<file path="src/rtl/microseq_pkg.sv">
// Shared encodings for the microsequencer control block: op codes, Am2909 source selects,
// microword field offsets and the decoded control bundle.
package microseq_pkg;

    localparam int ADDR_W   = 12;
    localparam int UW_W     = 56;
    localparam int NCOND    = 16;

    localparam int OP_LSB   = 0;
    localparam int CSEL_LSB = 4;
    localparam int CPOL_BIT = 8;
    localparam int BR_LSB   = 9;
    localparam int CTRL_LSB = 21;

    typedef enum logic [3:0] {
        OP_JZ   = 4'd0,  OP_CJS  = 4'd1,  OP_JMAP = 4'd2,  OP_CJP  = 4'd3,
        OP_PUSH = 4'd4,  OP_JSRP = 4'd5,  OP_CJV  = 4'd6,  OP_JRP  = 4'd7,
        OP_RFCT = 4'd8,  OP_RPCT = 4'd9,  OP_CRTN = 4'd10, OP_CJPP = 4'd11,
        OP_LDCT = 4'd12, OP_LOOP = 4'd13, OP_CONT = 4'd14, OP_TWB  = 4'd15
    } op_e;

    localparam logic [1:0] SEL_PC  = 2'b00;
    localparam logic [1:0] SEL_AR  = 2'b01;
    localparam logic [1:0] SEL_STK = 2'b10;
    localparam logic [1:0] SEL_D   = 2'b11;

    typedef enum logic [1:0] {
        DIN_BRANCH = 2'd0,
        DIN_MAP    = 2'd1,
        DIN_VEC    = 2'd2
    } din_src_e;

    typedef struct packed {
        logic [1:0] s;
        logic       zero_n;
        logic       cin;
        logic       re_n;
        logic       fe_n;
        logic       pup;
    } seq_ctl_t;

endpackage

</file>
<file path="src/rtl/microseq_decode.sv">
// Next-address op decode into Am2909 select/stack/register controls and counter actions.
// Latency: combinational. Backpressure: none; stall gating is applied by the parent.
module microseq_decode
    import microseq_pkg::*;
(
    input  op_e      op,
    input  logic     test,
    input  logic     cnt_zero,
    output seq_ctl_t ctl,
    output din_src_e din_src,
    output logic     cnt_load,
    output logic     cnt_dec
);

    always_comb begin
        ctl      = '{s: SEL_PC, zero_n: 1'b1, cin: 1'b1, re_n: 1'b1, fe_n: 1'b1, pup: 1'b0};
        din_src  = DIN_BRANCH;
        cnt_load = 1'b0;
        cnt_dec  = 1'b0;
        case (op)
            OP_JZ:   ctl.zero_n = 1'b0;
            OP_CJS:  if (test) begin ctl.fe_n = 1'b0; ctl.pup = 1'b1; ctl.s = SEL_D; end
            OP_JMAP: begin ctl.s = SEL_D; din_src = DIN_MAP; end
            OP_CJP:  if (test) ctl.s = SEL_D;
            OP_PUSH: begin ctl.fe_n = 1'b0; ctl.pup = 1'b1; cnt_load = test; end
            OP_JSRP: begin
                ctl.fe_n = 1'b0;
                ctl.pup  = 1'b1;
                ctl.s    = test ? SEL_D : SEL_AR;
            end
            OP_CJV:  begin din_src = DIN_VEC; if (test) ctl.s = SEL_D; end
            OP_JRP:  ctl.s = test ? SEL_D : SEL_AR;
            // Repeat-from-file: spin on the stack top without popping until the count expires.
            OP_RFCT: if (!cnt_zero) begin ctl.s = SEL_STK; cnt_dec = 1'b1; end
                     else ctl.fe_n = 1'b0;
            OP_RPCT: if (!cnt_zero) begin ctl.s = SEL_D; cnt_dec = 1'b1; end
            OP_CRTN: if (test) begin ctl.fe_n = 1'b0; ctl.s = SEL_STK; end
            OP_CJPP: if (test) begin ctl.fe_n = 1'b0; ctl.s = SEL_D; end
            OP_LDCT: begin ctl.re_n = 1'b0; cnt_load = 1'b1; end
            OP_LOOP: if (test) ctl.fe_n = 1'b0;
                     else ctl.s = SEL_STK;
            OP_CONT: ;
            OP_TWB:  if (test) ctl.fe_n = 1'b0;
                     else if (!cnt_zero) begin ctl.s = SEL_STK; cnt_dec = 1'b1; end
                     else begin ctl.fe_n = 1'b0; ctl.s = SEL_D; end
            default: ;
        endcase
    end

endmodule

</file>
<file path="src/rtl/microseq_control.sv">
// Microword pipeline register, loop counter and stall gating driving three cascaded Am2909s.
// Latency: one clock from uword_in to decoded controls. Backpressure: mem_busy holds pipe/cnt.
module microseq_control
    import microseq_pkg::*;
#(
    parameter int ADDR_W = microseq_pkg::ADDR_W,
    parameter int UW_W   = microseq_pkg::UW_W,
    parameter int NCOND  = microseq_pkg::NCOND
) (
    input  logic                 clock,
    input  logic                 reset,
    input  logic [UW_W-1:0]      uword_in,
    input  logic [NCOND-1:0]     cond_in,
    input  logic [ADDR_W-1:0]    map_addr,
    input  logic [ADDR_W-1:0]    vec_addr,
    input  logic                 mem_busy,
    output logic [1:0]           seq_s,
    output logic                 seq_zero_n,
    output logic                 seq_cin,
    output logic                 seq_re_n,
    output logic                 seq_fe_n,
    output logic                 seq_pup,
    output logic [ADDR_W-1:0]    seq_din,
    output logic [UW_W-22:0]     uw_ctrl,
    output logic                 uw_valid
);

    logic [UW_W-1:0]   pipe;
    logic [ADDR_W-1:0] cnt;
    logic              valid;

    logic [ADDR_W-1:0] branch;
    logic [3:0]        cond_sel;
    logic [NCOND-1:0]  cond_eff;
    logic              test;
    logic              stall;

    seq_ctl_t          ctl;
    din_src_e          din_src;
    logic              cnt_load;
    logic              cnt_dec;

    assign branch   = pipe[BR_LSB +: ADDR_W];
    assign cond_sel = pipe[CSEL_LSB +: 4];
    assign cond_eff = {cond_in[NCOND-1:1], 1'b1};
    assign test     = cond_eff[cond_sel] ^ pipe[CPOL_BIT];
    assign stall    = mem_busy & ~reset;

    microseq_decode u_decode (
        .op       (op_e'(pipe[OP_LSB +: 4])),
        .test     (test),
        .cnt_zero (cnt == '0),
        .ctl      (ctl),
        .din_src  (din_src),
        .cnt_load (cnt_load),
        .cnt_dec  (cnt_dec)
    );

    always_ff @(posedge clock) begin
        if (reset) begin
            pipe  <= '0;
            cnt   <= '0;
            valid <= 1'b0;
        end else if (!mem_busy) begin
            pipe  <= uword_in;
            valid <= 1'b1;
            if (cnt_load)
                cnt <= branch;
            else if (cnt_dec)
                cnt <= cnt - ADDR_W'(1);
        end
    end

    always_comb begin
        case (din_src)
            DIN_MAP: seq_din = map_addr;
            DIN_VEC: seq_din = vec_addr;
            default: seq_din = branch;
        endcase
    end

    // A stalled sequencer re-presents its PC with no increment and no stack/AR side effects.
    assign seq_s      = stall ? SEL_PC : ctl.s;
    assign seq_cin    = stall ? 1'b0   : ctl.cin;
    assign seq_zero_n = stall ? 1'b1   : ctl.zero_n;
    assign seq_re_n   = stall ? 1'b1   : ctl.re_n;
    assign seq_fe_n   = stall ? 1'b1   : ctl.fe_n;
    assign seq_pup    = stall ? 1'b0   : ctl.pup;

    assign uw_ctrl    = pipe[UW_W-1:CTRL_LSB];
    assign uw_valid   = valid & ~stall;

endmodule

</file>
<file path="config.mk">
export PLATFORM = sky130hd
export DESIGN_NAME = microseq_control
export DESIGN_NICKNAME = d
export VERILOG_FILES = /design/src/rtl/microseq_pkg.sv /design/src/rtl/microseq_decode.sv /design/src/rtl/microseq_control.sv
export SDC_FILE = /design/constraint.sdc
export NUM_CORES = 1
export LEC_CHECK = 0
export ABC_AREA = 0
export CAP_MARGIN = 20
export CORE_MARGIN = 1.5
export CORE_UTILIZATION = 35
export DETAILED_ROUTE_END_ITERATION = 7
export GPL_ROUTABILITY_DRIVEN = 0
export HOLD_SLACK_MARGIN = 0.05
export PLACE_DENSITY = 0.7
export SETUP_SLACK_MARGIN = 0.4
export SKIP_LAST_GASP = 1
export SLEW_MARGIN = 20
export SYNTH_ARGS = -nofsm -noshare
export SYNTH_HDL_FRONTEND = slang
export SYNTH_SLANG_ARGS = --single-unit
</file>
<file path="constraint.sdc">
create_clock -name clock -period 2.4 [get_ports clock]
set_input_delay 0.36 -clock clock [delete_from_list [all_inputs] [get_ports clock]]
set_output_delay 0.36 -clock clock [all_outputs]
set_load 0.01 [all_outputs]
</file>
# Yosys cells after proc, flatten, opt, wreduce, memory -nomap -nowiden
# Cells that the tools add are included.
# word_totals
input_bits,99
regBits,69
wordCells,67
# classes
eq_ne,16
n_mux,31
addsub,1
n_reduce_logical,9
n_lt_le_gt_ge,1
n_bitwise,6
# ops
op,count
$eq A4 B4 Y1 const B,7
$mux W12,2
$pmux W12 S2,1
$mux W2,9
$eq A4 B3 Y1 const B,4
$pmux W2 S8,1
$logic_not A12 Y1,1
$mux W1,12
$sub A12 B1 Y12 const B,1
$eq A4 B2 Y1 const B,2
$pmux W1 S2,3
$reduce_or A2 Y1,3
$lt A4 B5 Y1 const B,1
$pmux W1 S5,1
$bmux W1 S4,1
$eq A4 B1 Y1 const B,1
$logic_not A4 Y1,1
$pmux W2 S2,1
$reduce_or A4 Y1,1
$not A1 Y1,3
$reduce_or A3 Y1,1
$and A1 B1 Y1,2
$eq A2 B1 Y1 const B,1
$eq A2 B2 Y1 const B,1
3 further kinds,3

# Logic depth before layout (Yosys ltp)
# Gate-level depths: netlist (run 1).
# logic_depth
ltp_word,7
depth_mapped,9

# Cells and area by module
# Synthesis (run 1) repeated with hierarchy kept, for this count alone.
# hier_totals
hier_cells,425
hier_area_um2,3697.3
# by_module_without_submodules
mod,n_inst,area_per_inst_um2,cells_per_inst
microseq_control,1,3433.3,380
microseq_decode,1,264.0,45

# Worst setup path after synthesis (run 1)
# OpenSTA, ideal clock, no wires.
# synth_timing
path_kind,register to register
from,register pipe[6]
to,register cnt[2]
arrival_ns,2.423
setup_time_ns,0.078
t_required_ns,2.322
path_slack_ns,-0.101
synth_period_minus_slack_ns,2.501
n_path_buf,2
path_stages_with_launch,10
cell_sequence,dfxtp_1 -> buf_4 -> mux4_2 -> mux2i_2 -> mux2i_2 -> xor2_2 -> o311a_1 -> or3_1 -> buf_2 -> o22ai_1
# synth_via
elab_chain_len,7
word_cells_on_any_way,9
classes_between,6 x mux; 1 x bitwise; 2 x reduce/logical
# synth_lines
item,line_no,source
"start, declared",microseq_control.sv:28,logic [UW_W-1:0] pipe;
"start signal, assigned",microseq_control.sv:65,pipe <= uword_in;
$bmux W1 S4 (*),microseq_control.sv:46,assign test = cond_eff[cond_sel] ^ pipe[CPOL_BIT];
$mux W1 (not written as such) (*),microseq_control.sv:46,
$xor A1 B1 Y1 (*),microseq_control.sv:46,
$mux W1,microseq_decode.sv:43,OP_TWB: if (test) ctl.fe_n = 1'b0;
$pmux W1 S2,microseq_decode.sv:20,case (op)
$reduce_bool A2 Y1 (no source line),-,
$reduce_and A2 Y1 (no source line),-,
"end signal, assigned",microseq_control.sv:68,cnt <= branch;
"end signal, assigned",microseq_control.sv:70,cnt <= cnt - ADDR_W'(1);
"end, declared",microseq_control.sv:29,logic [ADDR_W-1:0] cnt;
# Mark *: on every way between the ends. The rest lies on a longest branch, timed or not. The select of a mux whose other input is x is not followed.
# A chain may end at the register's enable or synchronous reset.

# Final worst setup path (run 1)
# layout_timing
from,input port cond_in[3]
to,output port seq_s[1]
# layout_via
elab_chain_len,6
word_cells_on_any_way,10
classes_between,9 x mux; 1 x bitwise
# layout_lines
item,line_no,source
"start, declared",microseq_control.sv:13,"input logic [NCOND-1:0] cond_in,"
$bmux W1 S4 (*),microseq_control.sv:46,
$mux W1 (not written as such) (*),microseq_control.sv:46,
$xor A1 B1 Y1 (*),microseq_control.sv:46,
"$mux W2, on equally long branches",-,
$pmux W2 S8 (*),microseq_decode.sv:20,
$mux W2 (*),microseq_control.sv:83,assign seq_s = stall ? SEL_PC : ctl.s;
"end, declared",microseq_control.sv:17,"output logic [1:0] seq_s,"
# Marked as above.

==> impl_metrics.yaml, run 1 <==
clocking:
  clk_latency_worst_skew_pair_ns: 0.34
  numCtsBuffers: 9
  tritoncts: "yes"
  root_buffer: "clkbuf_8"
  cts-htree-levels: 3
  clk_pin_slew_worst_paths_ns: 0.08
  post_cts_hold_buffer_count: 0
  cts.sink_count: 69
  cts.path.max_buffers: 2
route:
  first_iter_violations: 132
  postRouteAntennaNets: 0
  wl_mm: 10.8
  dr.pass1.iters: 6
  drc: 0
  average_wire_length_per_cell_after_detail_routing_um: 15.2
  vias_per_cell: 5.02
  via_count: 3592
timing:
  timing.final.ws_setup_ns: -0.398
  worst_hold_slack_ns: 0.467
  hold_viol: 0
  fin_tns_setup_ns: -3.34
  finalCriticalPeriod_ns: 2.80
  final.period_utilization: 1.17
  relSlewSlack: 0.553
  pin_slew_with_the_least_headroom_to_its_limit_ns: 0.670
  grt_setup_unrepaired: "true"
  finalSetupViolations: 27
  drv_slew: 0
  maxClockFrequency_mhz: 357
  clock-skew-final_ns: 0.00640
finish:
  layout.filler_cells: 909
  area.sequential_mm2: 0.00139
  commonest_cells_after_routing_fill_and_taps_aside: "clkdlybuf4s50_1 (125), nor2_1 (69), mux2i_1 (67), dfxtp_1 (67), buf_4 (41)"
  post_route_cells_drive_above_1_share: 0.257
  antennaDiodeCount: 0
  multiInputGateArea_mm2: 0.00228
  flow.area_growth_from_synthesis_pct: 60.3
  post-route-util: 0.578
  layout.cells.most_common: "clkdlybuf4s50_1"
  final_net_count: 677
critical_path:
  cp_slowest_cell: "mux4_2"
  crit-reg2reg-launch: "pipe[6]"
  worstSetupPathDepth: 9
  worst_setup_path_start_kind: "primary input"
  cp.required_ns: 2.04
  critPathKind: "primary input to primary output"
  endpoint_arrival_time_on_the_critical_path_ns: 2.44
  timing.critical_path.fanout_max: 4
  crit_path_end: "seq_s[1]"
  ff2ff_path_depth: 9
  startpoint: "cond_in[3]"
  critPathBufInv: 2
  crit_path_frequent_cell: "mux2i_4"
  crit_path_end_kind: "primary output"
  worst_path_dominant_cell_family: "multiplexers"
  crit-reg2reg-capture: "cnt[0]"
  ff2ff_setup_slack_ns: -0.15
  crit_chain: "clkdlybuf4s50_1 > mux4_2 > mux2i_4 > mux2i_4 > xnor2_2 > a21oi_2 > o21ai_1 > a31oi_1 > buf_2"
  worst_path_largest_cell_delay_ns: 0.50
logic_synthesis:
  netlist_instances: 424
  synth.ff_latch_count: 69
  synth-xor-area-share: 0.00672
  mappedNetlistNets: 527
  synth-seq-area-share: 0.371
  netlist-cell-type-count: 52
  synthSimpleGateAreaFrac: 0.151
  post_synth_mux_area_share: 0.206
  combinational_family_with_the_most_area_after_synthesis: "multiplexers"
  synthesized_area_per_cell_um2: 8.78
  synthArstFlopShare: 0
  synth-edff-count: 0
  synth.cell_area_mm2: 0.00372
  synth_warnings: 0
  ys_dominant_reg_cell: "dfxtp_1"
  synthAdderAreaFrac: 0.0134
  synth_compound_area_frac: 0.135
grt:
  global_route_wire_length_before_repair_mm: 17.4
  grt-ovfl-total: 0
  grt_use_total: 0.190
  initial_antenna_violation_count: 0
  first_global_vias: 3665
  maximum_number_of_pins_on_one_net_before_global_route_repair: 62
die:
  floorplan.core_area_mm2: 0.0103
  design.die.area_mm2: 0.0113
  width_of_the_die_um: 106
  die_height_um: 106
  top_level_ports: 154
  floorplan.rows: 37
  initial_utilization: 0.361
pwr:
  power_leakage_uw: 0.00252
  vdd_ir_drop_max_mv: 0.340
  powerDensity_mw_per_mm2: 548
hold_path:
  hold_start: "valid"
  min_path_type: "register to register"
  hold_path_depth: 1
run_status:
  violations: "negative setup slack"
  status: "finished with violations"
flow_run:
  maxCapViolCount: 0
place:
  io_buffer_count: 152
  place.detailed.hpwl_mm: 7.47
Yosys cell counts (all sizes together), types with 3 or more instances:
| master | instances | area [µm²] |
|---|---|---|
| dfxtp | 69 | 1380 |
| ha | 4 | 50.1 |
| a21oi | 7 | 35.0 |
| o31ai | 7 | 52.6 |
| nor4b | 3 | 26.3 |
| mux4 | 3 | 67.6 |
| o21ai | 22 | 110 |
| nand2 | 17 | 63.8 |
| nand3 | 4 | 20.0 |
| nor2 | 71 | 267 |
| a22oi | 9 | 67.6 |
| clkbuf | 22 | 82.6 |
| inv | 14 | 52.6 |
| mux2i | 69 | 698 |
| nor3 | 5 | 25.0 |
| nor3b | 3 | 22.5 |
| o22ai | 8 | 50.1 |
| a221oi | 3 | 26.3 |
| nor4 | 4 | 25.0 |
| buf | 43 | 302 |
| or3 | 4 | 25.0 |
report_power, final:
group          total (µW)  internal (µW)  switching (µW)
logic                1040            562             476
clock network         956            485             471
registers            1280           1220            58.4
cell type report:
cell class                 count  area share
inverter                      14     0.00880
tap                          136      0.0285
clock inverter                 7      0.0124
sequential                    69       0.232
clock buffer                   9      0.0207
timing repair buffer         203       0.315
multi-input combinational    277       0.382
through the flow:
stage          cell area [µm²]  worst slack (ns)  instances  total power [µW]
2_1_floorplan             3880           -0.0125        424              1810
3_3_place_gp              5370            -0.784        679              2180
3_5_place_dp              5370            -0.869        679              2210
4_1_cts                   5790            -0.394        711              3230
5_1_grt                   5970            -0.483        715              3430
6_report                  5970            -0.398        715              3270
worst min path at each step:
stage            end  slack (ns)
2_1_floorplan  valid        0.42
3_3_place_gp   valid        0.43
3_5_place_dp   valid        0.44
4_1_cts        valid        0.44
5_1_grt        valid        0.47
6_report       valid        0.47
sequential cells by signal, summed over array words and instances (netlist names):
| register | count |
|---|---|
| pipe | 56 |
| cnt | 12 |
| valid | 1 |
cells by family after synthesis:
kind of cell	count (synthesis)
and+or+nand+nor	123
buffers and inverters	79
AOI/OAI and AO/OA	75
muxes	72
DFF	69
adders and majority gates	4
xor gates and xnor gates	2
what timing repair did:
action / in CTS / in global routing
cloned: 1 / 0
endpoints found under the setup margin: 31 / 31
hold endpoints to repair: 0 / 0
resized for setup: 106 / 36
buffers inserted: 15 / 4
pin swaps: 18 / 14
metal layers:
metal	up-vias	global-route usage	wire length, µm
met5	-	0	0
met4	0	0.0695	186
met3	18	0.0478	743
met2	121	0.335	5400
met1	1684	0.220	4520
li1	1769	-	-
No activity file was read; power rests on OpenSTA's default activity.
==> run 2: changes to the inputs <==
Settings changed: CORE_UTILIZATION 35 to 39, PLACE_DENSITY 0.7 to 0.77.
Clock period 2.4 ns to 2.5 ns, I/O delays scaled along.
==> impl_metrics.yaml, run 2 (synthesized netlist as in run 1, its figures left out) <==
run_status:
  status: "finished with violations"
  violations: "negative setup slack"
die:
  die_height_um: 101
  floorplan.rows: 35
  floorplan.core_area_mm2: 0.00924
  design.die.area_mm2: 0.0101
  width_of_the_die_um: 101
  top_level_ports: 154
  initial_utilization: 0.403
grt:
  initial_antenna_violation_count: 0
  maximum_number_of_pins_on_one_net_before_global_route_repair: 74
  global_route_wire_length_before_repair_mm: 18.2
  grt-ovfl-total: 0
  grt_use_total: 0.226
  first_global_vias: 3817
critical_path:
  worst_path_largest_cell_delay_ns: 0.50
  cp_slowest_cell: "mux4_2"
  timing.critical_path.fanout_max: 3
  worstSetupPathDepth: 10
  worst_setup_path_start_kind: "primary input"
  worst_path_dominant_cell_family: "multiplexers"
  cp.required_ns: 2.12
  critPathKind: "primary input to primary output"
  crit_chain: "clkdlybuf4s50_1 > mux4_2 > mux2i_4 > mux2i_4 > xor2_2 > buf_4 > nor2_2 > o21ai_1 > a31oi_1 > buf_2"
  endpoint_arrival_time_on_the_critical_path_ns: 2.43
  crit_path_frequent_cell: "mux2i_4"
  critPathBufInv: 3
  crit_path_end_kind: "primary output"
  ff2ff_path_depth: 9
route:
  dr.pass1.iters: 4
  vias_per_cell: 5.24
  drc: 0
  postRouteAntennaNets: 0
  first_iter_violations: 155
  via_count: 3718
  wl_mm: 11.5
  average_wire_length_per_cell_after_detail_routing_um: 16.2
finish:
  final_cells: 709
  layout.filler_cells: 725
  layout.cells.most_common: "clkdlybuf4s50_1"
  antennaDiodeCount: 0
  post_route_cells_drive_above_1_share: 0.252
  max_reg_flops: 56
  final_cell_area_mm2: 0.00604
  flow.area_growth_from_synthesis_pct: 62.3
  reg.largest.list: "pipe: 56 flops, cnt: 12 flops, valid: 1 flops"
  commonest_cells_after_routing_fill_and_taps_aside: "clkdlybuf4s50_1 (128), mux2i_1 (67), nor2_1 (66), dfxtp_1 (66), buf_4 (37)"
  multiInputGateArea_mm2: 0.00225
  area.sequential_mm2: 0.00139
  largest-register: "pipe"
  final_net_count: 679
timing:
  finalCriticalPeriod_ns: 2.80
  maxClockFrequency_mhz: 357
  fin_tns_setup_ns: -3.19
  relSlewSlack: 0.412
  timing.final.ws_setup_ns: -0.301
  hold_viol: 0
  grt_setup_unrepaired: "true"
  finalSetupViolations: 17
  final.period_utilization: 1.12
  pin_slew_with_the_least_headroom_to_its_limit_ns: 0.881
  drv_slew: 0
  clock-skew-final_ns: 0.0111
  worst_hold_slack_ns: 0.454
hold_path:
  hold_path_depth: 1
  min_path_type: "register to register"
place:
  detailed_place.area_mm2: 0.00534
  place.detailed.hpwl_mm: 7.64
  pre_cts_ws_ns: -0.700
  io_buffer_count: 152
  place_inst: 675
clocking:
  numCtsBuffers: 9
  tritoncts: "yes"
  cts-htree-levels: 3
  post_cts_hold_buffer_count: 0
  clk_pin_slew_worst_paths_ns: 0.07
  clk_latency_worst_skew_pair_ns: 0.35
  cts.sink_count: 69
  root_buffer: "clkbuf_8"
  cts.path.max_buffers: 2
flow_run:
  maxCapViolCount: 0
pwr:
  powerDensity_mw_per_mm2: 569
  vdd_ir_drop_max_mv: 0.307
  power_leakage_uw: 0.00255
[run 2: layer usage]
metal / vias up / share of wire / global-route usage / wire [µm]
met3: 17 / 0.061 / 0.0652 / 705
met2: 120 / 0.54 / 0.407 / 6170
met5: - / 0 / 0 / 0
met4: 0 / 0.018 / 0.0964 / 208
li1: 1772 / - / - / -
met1: 1809 / 0.38 / 0.248 / 4400
[run 2: worst register-to-register path, delay by kind of cell, from the launching register on]
kind	cells	cell delay, ns
AOI/OAI and AO/OA	2	0.50
DFF	1	0.41
buffers and inverters	2	0.29
and+or+nand+nor	1	0.44
muxes	3	0.87
xor gates and xnor gates	1	0.17
[run 2: cell type report]
cell class / count / area share
Timing Repair Buffer: 205 / 0.319
Clock inverter: 6 / 0.0226
Inverter: 14 / 0.00869
Tap cell: 129 / 0.0267
Clock buffer: 9 / 0.0205
Sequential cell: 69 / 0.230
Multi-Input combinational cell: 277 / 0.373
[run 2: power breakdown]
group | total, µW | internal (µW) | switching (µW) | leakage (µW)
clock network | 1190 | 760 | 434 | 0.000126
registers | 1220 | 1170 | 54.7 | 0.000570
logic | 1020 | 544 | 477 | 0.00185
total | 3440 | 2470 | 966 | 0.00255
[run 2: final timing paths]
kind          startpoint       end  slack [ns]
max reg2reg      pipe[6]    cnt[2]       -0.24
min                valid     valid        0.45
min reg2reg        valid     valid        0.45
max          cond_in[11]  seq_s[1]       -0.30
[run 2: stage by stage]
step	utilization	total power [µW]
2_1_floorplan	-	1720
3_3_place_gp	0.577	2090
3_5_place_dp	0.577	2110
4_1_cts	0.633	3380
5_1_grt	0.654	3590
6_report	0.654	3440
[run 2: what timing repair did]
action / 4_1_cts / 5_1_grt
cloned: 2 / 0
pin swaps: 20 / 14
buffers inserted: 10 / 7
setup endpoints to repair: 30 / 31
gates resized for setup: 129 / 25
